<file path="src/rtl/adder_rr_arbiter.sv">
`default_nettype none
// +--------------------------------------------------------------------------+
// | Module   : adder_rr_arbiter                                              |
// | Desc     : round-robin sharing of one ripple-carry adder among R clients |
// | Revision : 1.0  initial release                                          |
// +--------------------------------------------------------------------------+

module adder_rr_arbiter #(
    parameter int N   = 4,
    parameter int R   = 4,
    parameter int IDW = (R > 2) ? $clog2(R) : 1
) (
    input  logic           clk,
    input  logic           rst,
    input  logic [R-1:0]   req_valid,
    output logic [R-1:0]   req_ready,
    input  logic [R*N-1:0] req_a,
    input  logic [R*N-1:0] req_b,
    output logic           resp_valid,
    input  logic           resp_ready,
    output logic [IDW-1:0] resp_id,
    output logic [N-1:0]   resp_sum,
    output logic           resp_cout
);

    localparam logic [1:0]   S_IDLE    = 2'd0;
    localparam logic [1:0]   S_COMPUTE = 2'd1;
    localparam logic [1:0]   S_RESPOND = 2'd2;
    localparam logic [IDW:0] C_R       = (IDW+1)'(R);

    logic [1:0]     r_state;
    logic [1:0]     w_state_next;
    logic [IDW-1:0] r_rr_ptr;
    logic [IDW-1:0] r_id;
    logic [IDW-1:0] w_grant_idx;
    logic [IDW-1:0] w_ptr_next;
    logic [IDW:0]   w_inc;
    logic           w_grant_any;
    logic           w_accept;
    logic [N-1:0]   r_op_a;
    logic [N-1:0]   r_op_b;
    logic [N-1:0]   w_add_sum;
    logic           w_add_cout;
    logic           r_resp_valid;
    logic [IDW-1:0] r_resp_id;
    logic [N-1:0]   r_resp_sum;
    logic           r_resp_cout;
    logic [IDW-1:0] w_cand [R];

    // w_cand[k] is the requester checked k-th, counting from r_rr_ptr modulo R
    for (genvar k = 0; k < R; k++) begin : g_cand
        localparam logic [IDW:0] C_K = (IDW+1)'(k);
        logic [IDW:0] w_wrap;
        assign w_wrap     = {1'b0, r_rr_ptr} + C_K;
        assign w_cand[k]  = (w_wrap >= C_R) ? IDW'(w_wrap - C_R) : w_wrap[IDW-1:0];
    end

    // Scanning from the far end lets the nearest valid candidate win
    always_comb begin
        w_grant_any = 1'b0;
        w_grant_idx = '0;
        for (int k = R - 1; k >= 0; k--) begin
            if (req_valid[w_cand[k]]) begin
                w_grant_any = 1'b1;
                w_grant_idx = w_cand[k];
            end
        end
    end

    assign w_accept   = (r_state == S_IDLE) && w_grant_any;
    assign w_inc      = {1'b0, w_grant_idx} + (IDW+1)'(1);
    assign w_ptr_next = (w_inc == C_R) ? '0 : w_inc[IDW-1:0];

    always_ff @(posedge clk) begin
        if (rst) begin
            r_state <= S_IDLE;
        end else begin
            r_state <= w_state_next;
        end
    end

    always_comb begin
        w_state_next = r_state;
        case (r_state)
            S_IDLE:    if (w_grant_any) w_state_next = S_COMPUTE;
            S_COMPUTE: w_state_next = S_RESPOND;
            S_RESPOND: if (resp_ready) w_state_next = S_IDLE;
            default:   w_state_next = S_IDLE;
        endcase
    end

    always_comb begin
        req_ready = '0;
        if ((r_state == S_IDLE) && w_grant_any && !rst) begin
            req_ready[w_grant_idx] = 1'b1;
        end
    end

    always_ff @(posedge clk) begin
        if (rst) begin
            r_rr_ptr     <= '0;
            r_id         <= '0;
            r_op_a       <= '0;
            r_op_b       <= '0;
            r_resp_valid <= 1'b0;
            r_resp_id    <= '0;
            r_resp_sum   <= '0;
            r_resp_cout  <= 1'b0;
        end else begin
            if (w_accept) begin
                r_op_a   <= req_a[int'(w_grant_idx)*N +: N];
                r_op_b   <= req_b[int'(w_grant_idx)*N +: N];
                r_id     <= w_grant_idx;
                r_rr_ptr <= w_ptr_next;
            end
            if (r_state == S_COMPUTE) begin
                r_resp_sum   <= w_add_sum;
                r_resp_cout  <= w_add_cout;
                r_resp_id    <= r_id;
                r_resp_valid <= 1'b1;
            end
            if ((r_state == S_RESPOND) && resp_ready) begin
                r_resp_valid <= 1'b0;
            end
        end
    end

    RippleCarryAdder_nBit #(.N(N)) u_adder (
        .a    (r_op_a),
        .b    (r_op_b),
        .cin  (1'b0),
        .sum  (w_add_sum),
        .cout (w_add_cout)
    );

    assign resp_valid = r_resp_valid;
    assign resp_id    = r_resp_id;
    assign resp_sum   = r_resp_sum;
    assign resp_cout  = r_resp_cout;

endmodule

module RippleCarryAdder_nBit #(
    parameter int N = 4
) (
    input  logic [N-1:0] a,
    input  logic [N-1:0] b,
    input  logic         cin,
    output logic [N-1:0] sum,
    output logic         cout
);

    logic [N:0] w_carry;

    assign w_carry[0] = cin;

    for (genvar i = 0; i < N; i++) begin : g_bit
        assign sum[i]       = a[i] ^ b[i] ^ w_carry[i];
        assign w_carry[i+1] = (a[i] & b[i]) | (w_carry[i] & (a[i] ^ b[i]));
    end

    assign cout = w_carry[N];

endmodule

`default_nettype wire

</file>
<file path="config.mk">
export PLATFORM = sky130hd
export DESIGN_NAME = adder_rr_arbiter
export DESIGN_NICKNAME = d
export VERILOG_FILES = /design/src/rtl/adder_rr_arbiter.sv
export SDC_FILE = /design/constraint.sdc
export NUM_CORES = 1
export LEC_CHECK = 0
export CORE_MARGIN = 3
export CORE_UTILIZATION = 38
export CTS_CLUSTER_DIAMETER = 80
export DETAILED_ROUTE_END_ITERATION = 12
export PLACE_DENSITY_LB_ADDON = 0.1
export SLEW_MARGIN = 20
export SYNTH_ARGS = -nofsm -noshare
export SYNTH_HDL_FRONTEND = slang
export SYNTH_SLANG_ARGS = --single-unit
</file>
<file path="constraint.sdc">
create_clock -name clk -period 2 [get_ports clk]
set_clock_uncertainty 0.2 [all_clocks]
set_input_delay 0.5 -clock clk [delete_from_list [all_inputs] [get_ports clk]]
set_output_delay 0.5 -clock clk [all_outputs]
set_load 0.01 [all_outputs]
</file>
Word level (Yosys, flattened, before mapping)
Index checks and enable logic that the tools add are counted.
- input bits: 39
- register bits after elaboration: 22
- mux-type cells: 27
- order comparisons: 10
- shifts and indexed selects: 2
- bitwise logic cells: 17
- eq/ne operators: 5
- reductions and logical operators: 8
- $add $sub $neg: 8
- operators by type and width (operator ; count):
    variable part select 16 x 5 -> 4 bit ; 2
    two-way mux 2 bit ; 11
    < comparator 2 x 3 -> 1 bit (second input constant) ; 5
    greater-or-equal comparator 3 bit (second input constant) ; 3
    two-way mux 1 bit ; 9
    binary-select mux 1 bit (select 2 bit) ; 4
    subtractor 2 x 1 -> 2 bit (second input constant) ; 4
    AND 1 bit ; 7
    bitwise XOR 1 bit ; 7
    adder 2 x 1 -> 3 bit (second input constant) ; 2
    adder 2 x 2 -> 3 bit (second input constant) ; 2
    one-hot mux 2 bit (3 select lines) ; 1
    logical AND 1 bit ; 4
    two-way mux 4 bit ; 1
    != test 2 bit (second input constant) ; 2
    == test 3 bit (second input constant) ; 1
    greater-or-equal comparator 2 x 3 -> 1 bit (second input constant) ; 1
    OR 1 bit ; 3
    demux 1 bit (select 2 bit) ; 1
    == test 2 x 1 -> 1 bit (second input constant) ; 1
    == test 2 bit (second input constant) ; 1
    greater-or-equal comparator 2 x 1 -> 1 bit (second input constant) ; 1
    logical NOT 2 bit ; 1
    AND reduction 2 bit ; 1
    2 further kinds ; 2

Logic depth before layout (Yosys ltp)
Gate-level depths: netlist of run 1.
- word-level depth: 14
- mapped depth: 8
- mapped depth without buffers: 8

By module
A second synthesis of run 1 with hierarchy kept.
- cell total of the unflattened synthesis: 139
- area total of the unflattened synthesis: 1286.2 um^2
- by module, submodules not included (module ; instances ; cells an instance ; area an instance (um^2) ; sequential area each (um^2)):
    adder_rr_arbiter ; 1 ; 125 ; 1168.6 ; 440.4
    RippleCarryAdder_nBit ; 1 ; 14 ; 117.6 ; 0.0

Least setup slack after synthesis of run 1
Ideal clock, no wire load.
- path type: input -> output
- start point: input req_valid[2]
- end point: output req_ready[2]
- arrival time: 1.472 ns
- stages: 6
- setup slack: -0.172 ns
- path through: mux2i_1 > nor2_1 > nor3_4 > inv_2 > ha_1 > and2_2
- word-level cells in the longest chain between the ends: 11
- elaborated cells on any way between the ends: 24
- classes of those cells: 2 x order compare; 19 x mux; 3 x reduce/logical
- RTL lines (element ; line ; RTL):
    from (decl) ; 15 ; input logic [R-1:0] req_valid,
    binary-select mux 1 bit (select 2 bit) ; 63 ; if (req_valid[w_cand[k]]) begin
    two-way mux 1 bit (implied by the code) ; 63 ;
    two-way mux 2 bit (4 in a row) ; 63 ;
    < comparator 2 x 3 -> 1 bit (implied by the code) or greater-or-equal comparator 2 x 1 -> 1 bit (tied branches) ; 95 ; req_ready[w_grant_idx] = 1'b1;
    logical AND 1 bit (implied by the code) ; 95 ;
    two-way mux 1 bit (implied by the code) ; 95 ;
    demux 1 bit (select 2 bit) ; 95 ;
    two-way mux 4 bit * ; 94 ; if ((r_state == S_IDLE) && w_grant_any && !rst) begin
    to (decl) ; 16 ; output logic [R-1:0] req_ready,
Mark *: on every way between the ends. The rest lies on a longest branch, timed or not. The select of a mux whose other input is x is not followed.

Final worst setup path of run 1
- start point: register r_rr_ptr[1]
- end point: output req_ready[1]
- word-level cells in the longest chain between the ends: 14
- elaborated cells on any way between the ends: 39
- classes of those cells: 7 x add/sub; 6 x order compare; 23 x mux; 3 x reduce/logical
- RTL lines (element ; line ; RTL):
    from (decl) ; 33 ; logic [IDW-1:0] r_rr_ptr;
    from (signal assigned) ; 114 ; r_rr_ptr <= w_ptr_next;
    adder 2 x 2 -> 3 bit ; 54 ; assign w_wrap = {1'b0, r_rr_ptr} + C_K;
    greater-or-equal comparator 3 bit or subtractor 2 x 1 -> 2 bit (tied branches) ; 55 ; assign w_cand[k] = (w_wrap >= C_R) ? IDW'(w_wrap - C_R) : w_wrap[IDW-1:0];
    two-way mux 2 bit ; 55 ;
    binary-select mux 1 bit (select 2 bit) ; 63 ;
    two-way mux 1 bit (implied by the code) ; 63 ;
    two-way mux 2 bit (4 in a row) ; 63 ;
    < comparator 2 x 3 -> 1 bit (implied by the code) or greater-or-equal comparator 2 x 1 -> 1 bit (tied branches) ; 95 ;
    logical AND 1 bit (implied by the code) ; 95 ;
    two-way mux 1 bit (implied by the code) ; 95 ;
    demux 1 bit (select 2 bit) ; 95 ;
    two-way mux 4 bit * ; 94 ;
Marked as above.

==> summary.md, run 1 <==
| Metric | Value |
|---|---|
| Status | `finished with violations` |
| Violated checks | `setup timing` |
| Setup slack at placement | `-1.248 ns` |
| Compound-cell area share of the yosys netlist | `12.91%` |
| Post-route insts no fill | `between 200 and 250` |
| Die Height | `63.58 um` |
| Crit Path Category | `flop to primary output` |
| CTS tree | `done` |
| Worst slew margin | `60.81%` |
| RSZ-0062 raised after global routing | `true` |
| Inst Count DP | `between 200 and 250` |
| Num CTS Buffers | `3` |
| Global-route wire length before repair | `between 5 and 6 mm` |
| Busiest grt layer | `met2` |
| Internal Power | `0.001045 W` |
| Synth Area in XOR/XNOR | `0%` |
| VDD IR max | `about 370 uV` |
| Detailed Place HPWL | `2.599 mm` |
| Placer Congestion | `0.8085` |
| Met3 usage in global routing | `2.496%` |
| Yosys reg bits | `22` |
| Max Slew Vio Count | `0` |
| Syn Nets | `173` |
| Largest family of logic cells by synthesized area | `simple AND/OR/NAND/NOR gates` |
| Worst Path Required | `1.30 ns` |
| Worst Setup SP | `r_rr_ptr[1]` |
| Worst Setup End Kind | `primary output` |
| Diodes inserted | `0` |
| Sw Share | `32.87%` |
| Most area-consuming cells after synthesis | `dfxtp_1, mux2i_1, o221ai_1, fa_1, nor2_1` |
| Fmax | `0.3986 GHz` |
| Die ar. | `4042 um2` |
| Combinational group share of total power | `approximately half` |
| R2R Setup Slk | `-0.04 ns` |
| Final worst slack | `-0.5088 ns` |
| Row count | `20` |
| Final-stage net count | `250` |
| Largest net degree at the start of global routing | `20` |
| IO buf count | `50` |
| Leak | `0.8756 nW` |
| Die Wd | `63.58 um` |
| Latest clock arrival within the worst-skew pair | `0.32 ns` |
| Vias | `1236` |
| Overflow after GRT | `0` |
| Part of the power in registers | `34.8%` |
| TritonRoute pass-1 iters | `4` |
| Sequential fraction of the synthesis area | `approximately a third` |
| Initial Utilization | `40.60%` |
| Mux share of post-synthesis cell area | `between 10% and 20%` |
| Post-synth EDFFs | `0` |
| CP arrival | `1.81 ns` |
| Max Cap Violations | `0` |
| Reg-to-Reg Start | `r_op_b[0]` |
| Number of global-route vias before repair | `1313` |
| Fraction of registers with async set or reset after synthesis | `0%` |
| Core Area | `3103 um2` |
| Ys Warns | `0` |
| Share of cells above drive strength 1 | `38.73%` |
| Clock Tree Buf Depth | `2` |
| DR iter-0 viols | `45` |
| Post-Syn Instances | `128` |
| Synthesis-to-finish area growth | `77.16%` |
| Drt total wl | `about 3.7 mm` |
| Routed Antenna Nets | `0` |
| Post-route clock period utilization | `125.4%` |
| Clock Sinks | `22` |
| CP Max Fanout | `4` |
| Hold Vio Cnt, Final | `0` |
| I/O pin total | `51` |
| Top_reg_cell synth | `dfxtp_1` |
| CTS H-tree lvls | `1` |
| Final setup fails | `10` |
| Worst-margin pin slew | `0.5833 ns` |
| CP Capture Point | `req_ready[1]` |
| Mean Syn Cell Area | `9.843 um2` |
| Cell variety after synth | `29` |
| Worst r2r dst | `resp_sum[3]` |
| Met2 global-route usage | `35.72%` |
| Met1 usage | `between 10% and 20%` |
| Slowest stage delay, CP | `0.38 ns` |
| Via density | `4.984` |
| Clock Pin Slew Worst Setup and Hold Paths | `roughly 0.13 ns` |
| Worst min path class | `flop to flop` |
| Area leader, netlist | `dfxtp_1` |
| Fin crit period | `2.509 ns` |
| Worst path slowest cell | `dfxtp_4` |
| Synth Area in Simple Gates | `between 20% and 30%` |
| Most frequent CP cell | `buf_6` |
| Commonest cells in the synthesized netlist | `dfxtp_1, mux2i_1, nor2_1` |
| Initial antenna violation count | `0` |
| Fin util | `71.94%` |
| Sw Pwr | `0.0005116 W` |
| Crit path cell chain | `buf_6, buf_4, a2bb2oi_4, buf_6, buf_8, nor4_4, buf_2` |
| Synthesized cell area | `between 1000 and 1500 um2` |
| # DRC | `0` |
| Top cell type's share of synthesized area | `34.96%` |
| Pwr/cell area | `approximately 700 nW/um2` |
| Total GRT Usage | `18.34%` |
| CTS root buf | `clkbuf_4` |
| Worst setup SP type | `flop` |
| Worst Reg-to-Reg Cells | `8` |
| Adder-Cell Fraction of Synth Area | `between 7 and 8%` |
| Count leader, synth | `dfxtp_1` |
| Post-DR wirelength/cell | `roughly 15 um` |
| Clock Power Share | `16.3%` |
flip-flops by register name, summed over array words and instances (netlist names):
signal	cells
r_id	2
r_op_a	4
r_op_b	4
r_rr_ptr	2
r_state	2
resp_cout	1
resp_id	2
resp_sum	4
resp_valid	1
critical path: cells and delay by family, from the launching register on:
family | cells | cell delay (ns)
buf+inv | 5 | 0.69
flops | 1 | 0.38
simple gates | 1 | 0.24
compound gates | 1 | 0.17
final cells by class:
| cell class | count | area [um2] |
|---|---|---|
| inverters | 10 | 42.54 |
| fillers | 249 | 870.8 |
| repair buffers | 78 | 749.5 |
| multi-input cells | 90 | 902.1 |
| clock buffers | 4 | 36.28 |
| flip-flops and latches | 22 | 446.7 |
| well taps | 44 | 55.05 |
worst min-delay path by stage:
stage                 start       to  slack [ns]  cells after the start
CTS                 r_id[1]  r_id[1]        0.28                      2
floorplan           r_id[0]  r_id[0]        0.24                      2
finish              r_id[0]  r_id[0]        0.28                      2
detailed placement  r_id[1]  r_id[1]        0.26                      2
global route        r_id[1]  r_id[1]        0.31                      2
global placement    r_id[0]  r_id[0]        0.25                      2
cell usage in the layout (no fill, tap or decap), types with 2 or more instances in the layout:
master | Yosys | final
buf_4 | 1 | 19
mux2i_2 | 0 | 3
nand3b_1 | 5 | 5
or3_2 | 3 | 3
o221ai_1 | 8 | 7
and2_4 | 0 | 2
buf_2 | 1 | 5
a211oi_2 | 0 | 2
fa_2 | 0 | 3
nand2_1 | 7 | 6
inv_1 | 9 | 6
dfxtp_1 | 22 | 19
clkdlybuf4s50_1 | 0 | 42
nor2_1 | 12 | 12
nor4_4 | 0 | 3
nand2_4 | 2 | 3
a21oi_2 | 0 | 2
mux2i_1 | 21 | 17
a21oi_1 | 7 | 4
dfxtp_2 | 0 | 2
a211oi_1 | 5 | 3
clkbuf_4 | 0 | 3
ha_4 | 0 | 2
inv_2 | 1 | 3
buf_6 | 3 | 9
power by group through the flow:
stage | Clock (W) | Sequential (W) | Combinational (W)
6_report | 0.000254 | 0.000542 | 0.000761
5_1_grt | 0.000273 | 0.000552 | 0.000824
4_1_cts | 0.000259 | 0.000541 | 0.000668
3_5_place_dp | 0 | 0.000548 | 0.000562
3_3_place_gp | 0 | 0.000547 | 0.000548
2_1_floorplan | 0 | 0.000556 | 0.000314
timing repair:
item                       4_1_cts  5_1_grt
gates cloned                     0        1
pin swaps                        8       12
setup endpoints to repair       18       14
setup buffers                    9        3
hold buffers                     0        0
resized for setup               61       17
layer usage:
| metal | share of wire [%] | wire length (um) | vias to the layer above |
|---|---|---|---|
| met3 | 4.1 | 151 | 8 |
| met1 | 37 | 1367 | 580 |
| met5 | 0 | 0 | - |
| met4 | 2.4 | 87 | 0 |
| li1 | - | - | 610 |
| met2 | 56 | 2080 | 38 |
stage by stage:
step | total power (W) | cell area [um2] | setup TNS [ns] | hold slack, ns
floorplan | 0.0008700 | 1309 | -0.1547 | 0.2360
global placement | 0.001095 | 1942 | -10.83 | 0.2515
detailed placement | 0.001110 | 1942 | -11.75 | 0.2574
CTS | 0.001468 | 2125 | -2.197 | 0.2753
global route | 0.001649 | 2232 | -2.777 | 0.3078
finish | 0.001556 | 2232 | -1.879 | 0.2758
kinds of logic after synthesis:
logic type	after synthesis
AND/OR/NAND/NOR	41
flip-flops	22
AO/OA/AOI/OAI	22
adder cells (fa/ha/maj)	6
buffers and inverters	16
multiplexers	21
No activity file was read; power rests on OpenSTA's default activity.
==> inputs of run 2 (changes only) <==
==> constraint.sdc (replaced) <==
create_clock -name clk -period 2 [get_ports clk]
set_clock_uncertainty 0.2 [all_clocks]
set_input_delay 0.5 -clock clk [delete_from_list [all_inputs] [get_ports clk]]
set_output_delay 0.5 -clock clk [all_outputs]
set_load 0.02 [all_outputs]
==> summary.md, run 2 (same netlist as run 1, synthesis figures left out) <==
| Metric | Value |
|---|---|
| CTS root buf | `clkbuf_4` |
| Max Cap Violations | `0 (unchanged)` |
| Footprint of the multi-input gates | `857.1 um2 (-5.0%)` |
| Drt total wl | `3.690 mm (about the same)` |
| CTS H-tree lvls | `1 (unchanged)` |
| Total GRT Usage | `19.23% (+0.88 points)` |
| Initial antenna violation count | `0 (unchanged)` |
| IO buf count | `50 (unchanged)` |
| Hold Vio Cnt, Final | `0 (unchanged)` |
| Worst Path Required | `1.30 ns (about the same)` |
| Die Height | `63.58 um (unchanged)` |
| Fmax | `0.4158 GHz (+4.3%)` |
| Max Slew Vio Count | `0 (unchanged)` |
| VDD IR max | `297.1 uV (-20%)` |
| Synthesis-to-finish area growth | `71.90%` |
| Initial Utilization | `40.60% (unchanged)` |
| RSZ-0062 raised after global routing | `true` |
| Pwr/cell area | `662.1 nW/um2 (-5.0%)` |
| Worst setup SP type | `primary input` |
| Diodes inserted | `0 (unchanged)` |
| Crit Path Category | `primary input to primary output` |
| Clock Pin Slew Worst Setup and Hold Paths | `0.12 ns (about the same)` |
| DR iter-0 viols | `54 (+20%)` |
| Final worst slack | `-0.4053 ns (+0.1035 ns)` |
| Worst Setup End Kind | `primary output` |
| Most frequent CP cell | `buf_4` |
| CP arrival | `1.71 ns (-0.10 ns)` |
| Post-DR wirelength/cell | `14.88 um (about the same)` |
| Worst min path class | `flop to flop` |
| Inst Count DP | `238 (+2.1%)` |
| Leak | `0.9330 nW (+6.6%)` |
| Overall Power | `0.001434 W (-7.9%)` |
| Worst slew margin | `64.83% (+4.0 points)` |
| Vias | `1265 (+2.3%)` |
| Via density | `5.101 (+2.3%)` |
| Worst-margin pin slew | `0.5235 ns (-0.05983 ns)` |
| Hold depth | `2 (unchanged)` |
| Post-route clock period utilization | `120.3% (-5.2 points)` |
| Number of global-route vias before repair | `1342 (+2.2%)` |
| Most frequent cells in the layout | `clkdlybuf4s50_1, buf_4, mux2i_1, dfxtp_1, nor2_1` |
| R2R Setup Slk | `-0.12 ns (-0.08 ns)` |
| Fin crit period | `2.405 ns (-0.1035 ns)` |
| Fillers | `261 (+4.8%)` |
| Clock Tree Buf Depth | `2 (unchanged)` |
| CTS tree | `done` |
| Die Wd | `63.58 um (unchanged)` |
| CP Max Fanout | `3 (-1)` |
| Row count | `20 (unchanged)` |
| Worst Reg-to-Reg Cells | `8 (unchanged)` |
| I/O pin total | `51 (unchanged)` |
| Final setup fails | `5 (-5)` |
| Die ar. | `4042 um2 (unchanged)` |
| Largest net degree at the start of global routing | `20 (unchanged)` |
| Num CTS Buffers | `3 (unchanged)` |
| # DRC | `0 (unchanged)` |
| Setup TNS | `-1.656 ns (+0.2230 ns)` |
| Global-route wire length before repair | `6.141 mm (+4.2%)` |
| Violated checks | `setup timing` |
| Core Area | `3103 um2 (unchanged)` |
| TritonRoute pass-1 iters | `4 (unchanged)` |
| Slowest stage delay, CP | `0.18 ns (-0.20 ns)` |
| Post-route insts no fill | `248 (unchanged)` |
| Overflow after GRT | `0 (unchanged)` |
| Clock Sinks | `22 (unchanged)` |
| Latest clock arrival within the worst-skew pair | `0.30 ns (-0.02 ns)` |
| Share of cells above drive strength 1 | `37.25% (-1.5 points)` |
| Commonest non-fill, non-tap cell in the layout | `clkdlybuf4s50_1` |
| Detailed Place HPWL | `2.706 mm (+4.1%)` |
| Routed Antenna Nets | `0 (unchanged)` |
| Final-stage net count | `251 (+0.40%)` |
| Placer Congestion | `0.7962 (-1.5%)` |
| Crit path cell chain | `buf_4, buf_6, nand2_2, nand3b_1, a2bb2oi_2, buf_4, ha_1, and2_2, buf_4` |
| Status | `finished with violations` |
| Register area | `450.4 um2 (+0.84%)` |
| Worst path slowest cell | `a2bb2oi_2` |
[run 2: cell types whose count changed in the layout (fill, tap and decap cells not counted), sizes merged]
cell	before	now
dlymetal6s2s	0	4
clkdlybuf4s50	42	35
dlygate4sd2	0	3
[run 2: critical path: cells and delay by family]
kind | cells | cell delay, ns
buffers and inverters | 4 | 0.52
adders and majority gates | 1 | 0.17
and+or+nand+nor | 3 | 0.33
AOI/OAI and AO/OA | 1 | 0.18
[run 2: metrics by stage]
step	hold slack, ns	instance area, um2	util, %	setup WS, ns
after global placement	0.2513	1984	63.95	-1.197
after floorplan	0.2360	1301	-	-0.1765
after detailed placement	0.2520	1984	63.95	-1.224
final	0.2773	2166	69.80	-0.4053
after CTS	0.2692	2106	67.86	-0.3964
after global routing	0.3002	2166	69.80	-0.4744
[run 2: cell type report]
cell class / count / share of cell area [%]
Multi-Input combinational cell: 90 / 39.57
Tap cell: 44 / 2.542
Timing Repair Buffer: 79 / 34.20
Inverter: 10 / 1.849
Sequential cell: 22 / 20.80
Clock buffer: 3 / 1.040
[run 2: path summary, 6_finish.rpt]
| check | startpoint | endpoint |
|---|---|---|
| worst max-delay path | req_valid[0] | req_ready[3] |
| worst min-delay path | r_id[1] | r_id[1] |
| worst max register to register | r_op_b[0] | resp_sum[3] |
| worst min register to register | r_id[1] | r_id[1] |
[run 2: layer usage]
metal / wire, um / GRT usage, % / part of all wire [%] / up-vias
met2: 1944 / 36.11 / 53 / 46
li1: - / - / - / 614
met1: 1434 / 22.23 / 39 / 597
met5: 0 / 0 / 0 / -
met4: 111 / 5.660 / 3.0 / 0
met3: 199 / 2.674 / 5.4 / 8
[run 2: repair_timing]
action / CTS / global route
resized for setup: 65 / 15
pin swaps: 10 / 11
hold buffers: 0 / 0
setup buffers: 7 / 2
endpoints found under the setup margin: 18 / 18
[run 2: power breakdown]
part	switching [W]	internal, W
Clock	0.000130	0.0000703
Sequential	0.0000451	0.000506
Combinational	0.000320	0.000363
Total	0.000495	0.000939
